File: src/rtl/alu_pkg.sv
// alu_pkg
// Shared definitions for the ALU datapath stage: the 2-bit operation code
// type, its named encodings, and a helper that tells arithmetic codes apart
// from bitwise ones.
package alu_pkg;

    typedef logic [1:0] alu_op_t;

    localparam alu_op_t ALU_AND = 2'b00;
    localparam alu_op_t ALU_OR  = 2'b01;
    localparam alu_op_t ALU_ADD = 2'b10;
    localparam alu_op_t ALU_SUB = 2'b11;

    // ADD and SUB share the MSB of the code; AND/OR never touch the carry chain.
    function automatic logic is_arith(input alu_op_t op);
        return op[1];
    endfunction

endpackage

File: src/rtl/alu_bit_slice.sv
// alu_bit_slice
// Combinational 1-bit ALU cell. Chained through cin/cout to build wider ALUs.
//
// Ports:
//   a, b  operand bits
//   cin   carry from the next-lower slice (or the block carry-in)
//   op    operation code (alu_pkg::alu_op_t)
//   res   result bit
//   cout  carry to the next-higher slice; forced to 0 for AND/OR so that the
//         block carry-out is 0 for logic operations
module alu_bit_slice
    import alu_pkg::*;
(
    input  logic    a,
    input  logic    b,
    input  logic    cin,
    input  alu_op_t op,
    output logic    res,
    output logic    cout
);

    logic b_eff;
    logic sum;
    logic carry;

    // SUB is in1 + ~in2 + carryin, so the B operand is inverted here.
    assign b_eff = (op == ALU_SUB) ? ~b : b;
    assign sum   = a ^ b_eff ^ cin;
    assign carry = (a & b_eff) | (cin & (a ^ b_eff));

    always_comb begin
        res  = 1'b0;
        cout = 1'b0;
        case (op)
            ALU_AND: res = a & b;
            ALU_OR:  res = a | b;
            default: begin
                res  = sum;
                cout = carry;
            end
        endcase
    end

endmodule

File: src/rtl/alu_block.sv
// alu_block
// Registered WIDTH-bit ALU (AND / OR / ADD / SUB) built from a ripple chain
// of alu_bit_slice cells. Inputs are sampled every rising clk edge and the
// result appears one cycle later; there is no handshake.
//
// Optional feature macro: ALU_BLOCK_FLAGS_EN
//   When defined, the zero and overflow flag ports and registers exist.
//
// Ports:
//   clk       rising-edge clock
//   rst       asynchronous active-high reset, clears all outputs
//   in1, in2  WIDTH-bit operands
//   carryin   carry into slice 0 (used by ADD/SUB only)
//   control   operation select (see alu_pkg)
//   result    registered WIDTH-bit result
//   carryout  registered carry out of the MSB slice
//   zero      registered result==0 flag          (ALU_BLOCK_FLAGS_EN only)
//   overflow  registered signed overflow flag    (ALU_BLOCK_FLAGS_EN only)
module alu_block
    import alu_pkg::*;
#(
    parameter int WIDTH = 1
) (
    input  logic             clk,
    input  logic             rst,
    input  logic [WIDTH-1:0] in1,
    input  logic [WIDTH-1:0] in2,
    input  logic             carryin,
    input  logic [1:0]       control,
    output logic [WIDTH-1:0] result,
`ifdef ALU_BLOCK_FLAGS_EN
    output logic             carryout,
    output logic             zero,
    output logic             overflow
`else
    output logic             carryout
`endif
);

    alu_op_t          op;
    logic [WIDTH:0]   carry;
    logic [WIDTH-1:0] result_next;

    assign op       = alu_op_t'(control);
    assign carry[0] = carryin;

    for (genvar i = 0; i < WIDTH; i++) begin : g_slice
        alu_bit_slice u_slice (
            .a    (in1[i]),
            .b    (in2[i]),
            .cin  (carry[i]),
            .op   (op),
            .res  (result_next[i]),
            .cout (carry[i+1])
        );
    end

    always_ff @(posedge clk or posedge rst) begin
        if (rst) begin
            result   <= '0;
            carryout <= 1'b0;
        end else begin
            result   <= result_next;
            carryout <= carry[WIDTH];
        end
    end

`ifdef ALU_BLOCK_FLAGS_EN
    logic zero_next;
    logic overflow_next;

    assign zero_next = ~|result_next;
    // Signed overflow: carry into the MSB differs from carry out of it.
    // Slice 0 sees carryin even for logic ops, so gate by operation class.
    assign overflow_next = is_arith(op) & (carry[WIDTH] ^ carry[WIDTH-1]);

    always_ff @(posedge clk or posedge rst) begin
        if (rst) begin
            zero     <= 1'b0;
            overflow <= 1'b0;
        end else begin
            zero     <= zero_next;
            overflow <= overflow_next;
        end
    end
`endif

endmodule

File: config.mk
export PLATFORM = sky130hd
export DESIGN_NAME = alu_block
export DESIGN_NICKNAME = d
export VERILOG_FILES = /design/src/rtl/alu_pkg.sv /design/src/rtl/alu_bit_slice.sv /design/src/rtl/alu_block.sv
export SDC_FILE = /design/constraint.sdc
export NUM_CORES = 1
export LEC_CHECK = 0
export ABC_AREA = 1
export BUFFER_PORTS_ARGS = -buffer_cell sky130_fd_sc_hd__buf_2
export CORE_AREA = 5 5 42 44
export CTS_BUF_LIST = sky130_fd_sc_hd__clkbuf_16
export CTS_CLUSTER_SIZE = 30
export DETAILED_ROUTE_END_ITERATION = 7
export DIE_AREA = 0 0 47 49
export PLACE_DENSITY = 0.32
export SYNTH_ARGS = -nofsm -noshare
export SYNTH_HDL_FRONTEND = slang
export SYNTH_SLANG_ARGS = --single-unit
File: constraint.sdc
create_clock -name clk -period 0.8 [get_ports clk]
set_input_delay 0.04 -clock clk [delete_from_list [all_inputs] [get_ports clk]]
set_output_delay 0.04 -clock clk [all_outputs]
set_load 0.02 [all_outputs]
Yosys cells after proc, flatten, opt, wreduce, memory -nomap -nowiden
Cells that the tools add are included.
Word-level totals
  output and inout bits: 2
  register bits: 2
  input port bits: 7
Cells by class
  equality and inequality tests: 2
  reduce and logical (&&, ||, !) cells: 2
  bitwise gates (word level): 8
  mux-type cells: 3
Operators by type and width (number)
  $and A1 B1 Y1: 3
  $eq A2 B1 Y1 const B: 1
  $eq A2 B2 Y1 const B: 1
  $logic_not A2 Y1: 1
  $mux W1: 2
  $or A1 B1 Y1: 2
  $pmux W1 S2: 1
  $reduce_or A2 Y1: 1
  $xor A1 B1 Y1: 2
  $not A1 Y1: 1

Logic depth before layout (Yosys ltp)
  word-level depth: 6
  depth in mapped cells: 7

Cells and area by module
From an unflattened synthesis, not the netlist that was laid out.
Unflattened totals
  cell total of the unflattened synthesis: 23
  area total of the unflattened synthesis: 147.6 um^2
Modules (own cells, without submodules)
  alu_bit_slice: seq. area each 0.0 um^2, cells an instance 20, instances 1, area an instance 93.8 um^2
  alu_block: seq. area each 50.0 um^2, cells an instance 3, instances 1, area an instance 53.8 um^2

Least setup slack after synthesis
No wires, ideal clock.
  kind: input port to flip-flop
  start point: in in2
  end point: reg result
  slack: -0.088 ns
  arrival time: 0.764 ns
  stages: 7
  path through: inv_1 > nand2_1 > nand2_1 > inv_1 > fa_1 > nand2_1 > nand3_1
On the way
  word-level cells in the longest chain between the ends: 5
  elaborated cells on any way between the ends: 7
  classes of those cells: 2 x mux; 5 x bitwise
RTL lines
  start: declaration: line alu_block.sv:27  | input logic [WIDTH-1:0] in2,
  $not A1 Y1: line alu_bit_slice.sv:27  | assign b_eff = (op == ALU_SUB) ? ~b : b;
  $mux W1: line alu_bit_slice.sv:27
  $xor A1 B1 Y1 (2 in a row): line alu_bit_slice.sv:28  | assign sum = a ^ b_eff ^ cin;
  $pmux W1 S2 (*): line alu_bit_slice.sv:34  | case (op)
  named net g_slice[0].u_slice.res: line alu_bit_slice.sv:18  | output logic res,
  end signal: assignment: line alu_block.sv:63  | result <= result_next;
  end: declaration: line alu_block.sv:30  | output logic [WIDTH-1:0] result,
Mark *: on every way through the listed nets, which the timed path passes. The rest lies on a longest branch.

Worst setup path after layout
  start point: in control[1]
  end point: reg result
On the way
  word-level cells in the longest chain between the ends: 5
  elaborated cells on any way between the ends: 7
  classes of those cells: 2 x eq/ne; 2 x mux; 2 x bitwise; 1 x reduce/logical
RTL lines
  start: declaration: line alu_block.sv:29  | input logic [1:0] control,
  $eq A2 B2 Y1: line alu_bit_slice.sv:27
  $mux W1: line alu_bit_slice.sv:27
  $xor A1 B1 Y1 (2 in a row): line alu_bit_slice.sv:28
  $pmux W1 S2 (*): line alu_bit_slice.sv:34
  named net g_slice[0].u_slice.res: line alu_bit_slice.sv:18
Marks and branches as above.

==> impl_metrics.ini <==
[cts]
cts.sinks = 2
clk_path_buf_depth = 2
clk_pin_slew_worst_paths_ns = 0.03
clockRootBuffer = clkbuf_16
cts_inserted_buffers = 3
tritoncts = yes
htree_levels = 1

[synth]
synth_area_leaders = dfrtp_1 34%, nand2_1 23%, inv_1 18%
synth_top_area_share_pct = 33.9
synth_ff_type = dfrtp_1
ys_seq_area_share_pct = 33.9
syn_area_um2 = 148
synthCells = 23
synth_cell_types = 6
synth_common_cells = 9 x nand2_1, 7 x inv_1, 2 x dfrtp_1, 2 x nand3_1, 2 x nor2_1
synth_edf_count = 0
async_flop_share_pct = 100
ys_ff_latch = 2
yosys_warnings = 0
postSynthNetCount = 31
synth_most_common_cell = nand2_1
yosysTopAreaCell = dfrtp_1
syn-mean-instance-area_um2 = 6.42

[setup_path]
startpoint_type = input pin
crit_type = in -> reg
crit_required_ns = 0.90
cp-startpoint = control[1]
worst_setup_path_end_kind = flip-flop
cp_max_fo = 3
crit_arrival_ns = 0.88

[timing]
worst_slack_ns = 0.0210
setup_violations = 0
slew_headroom_pct = 92.8
fin_crit_sh_pct = 97.4
tightest_slew_ns = 0.109
finalMaxSlewViolations = 0
hold_violations = 0
grt_setup_unrepaired = true
fin_crit_ns = 0.779
timing.setup.tns_ns = 0
clock.fmax_mhz = 1280
whs_ns = 0.143

[outcome]
status = finished clean

[floorplan]
die-area_um2 = 2300
die_w_um = 47
die_height_um = 49
io_pins = 9
core_um2 = 1400
row_count = 14
initial_core_util_pct = 10.5

[detailed_routing]
dr.first_iter.drc_count = 0
wl_um = 452
num_vias = 201
drc = 0
wl_per_cell_um = 7.66
firstDrtPassIters = 1
vias_per_cell = 3.41
ant_nets = 0

[worst_hold_path]
hp-class = in -> reg
hold_path_depth = 5
worst_hold_path.endpoint = result$_DFF_PP0_
hold_start = in2

[placed_design]
place_hpwl_um = 304
post-place-ws_ns = -0.272
io_buffer_count = 8
gp_congestion = 0.631

[pwr]
ir_drop_mv = 0.485
power.density_nw_per_um2 = 2580
p_leak_nw = 0.225

[grt]
antenna_found_initial = 0
overflow = 0
grt_max_degree = 5
first_global_vias = 205
grt_util_all_layers_pct = 5.42
grt_pass1_wl_um = 765

[final_layout]
diodes = 0
syn_to_final_growth_pct = 162
drive_gt1_share_pct = 55.8
final_nets = 53

[job]
cap_violations = 0
==> stage by stage <==
step / power [mW] / std cells / util, % / area, um^2
CTS: 1.01 / 59 / 27.1 / 379
floorplan: 0.165 / 23 / - / 155
global placement: 0.224 / 51 / 17.5 / 245
finish: 0.999 / 59 / 27.6 / 387
detailed placement: 0.223 / 51 / 17.5 / 245
global route: 1.05 / 59 / 27.6 / 387
==> cell usage in the layout, fill, tap and decap left out, types with 2 or more instances in the layout <==
cell type / netlist / routed
buf_2: 0 / 5
buf_4: 0 / 8
buf_6: 0 / 3
clkbuf_16: 0 / 3
dfrtp_1: 2 / 2
inv_1: 7 / 5
nand2_1: 9 / 6
nand2_2: 0 / 2
nand3_1: 2 / 2
nor2_1: 2 / 2
==> critical path, cell delays in order <==
cell and delay, ns:
buf_6 0.10, nand2_4 0.05, nand2_2 0.05, nand2_2 0.05, inv_2 0.03, fa_1 0.42, nand2_1 0.07, nand3_1 0.06
==> sequential cells by signal, indices dropped and copies added (netlist names) <==
signal    count
carryout      1
result        1
==> repair_timing <==
item	in CTS	in global routing
gates resized for setup	5	4
setup endpoints to repair	1	1
pin swaps	2	1
cloned	0	0
hold buffers	1	0
buffers inserted	4	0
hold endpoints to repair	2	0
==> power breakdown <==
| part | internal [mW] | switching (mW) |
|---|---|---|
| Combinational | 0.0744 | 0.0647 |
| Sequential | 0.112 | 0.00197 |
| Clock | 0.636 | 0.110 |
| Total | 0.822 | 0.176 |
==> metal layers <==
| metal | vias up | GRT usage [%] | routed length [um] |
|---|---|---|---|
| met5 | - | 0 | 0 |
| met4 | 0 | 6.91 | 10 |
| met3 | 2 | 4.80 | 71 |
| met2 | 11 | 6.56 | 221 |
| met1 | 81 | 4.40 | 149 |
| li1 | 107 | - | - |
==> logic make-up (layout without fill, tap and decap cells) <==
group / count (synthesis) / after routing / synth area share, %
buffers and inverters: 7 / 27 / 17.8
AND/OR/NAND/NOR: 13 / 13 / 34.7
flip-flops: 2 / 2 / 33.9
adder cells (fa/ha/maj): 1 / 1 / 13.6
==> worst max-delay path by stage <==
| stage | end | slack, ns | cells after the start |
|---|---|---|---|
| 3_3_place_gp | result$_DFF_PP0_ | -0.28 | 8 |
| 5_1_grt | result$_DFF_PP0_ | -0.03 | 10 |
| 2_1_floorplan | result$_DFF_PP0_ | -0.07 | 7 |
| 4_1_cts | result$_DFF_PP0_ | 0.001 | 8 |
| 6_report | result$_DFF_PP0_ | 0.02 | 8 |
| 3_5_place_dp | result$_DFF_PP0_ | -0.27 | 8 |
==> final cells by class <==
class	count	area (um^2)
flip-flops and latches	2	50.0
fillers	165	1010
clock buffers	3	75.1
inverters	7	28.8
well taps	16	20.0
repair buffers	17	129
multi-input cells	14	83.8
Power figures use the tool's default switching activity.
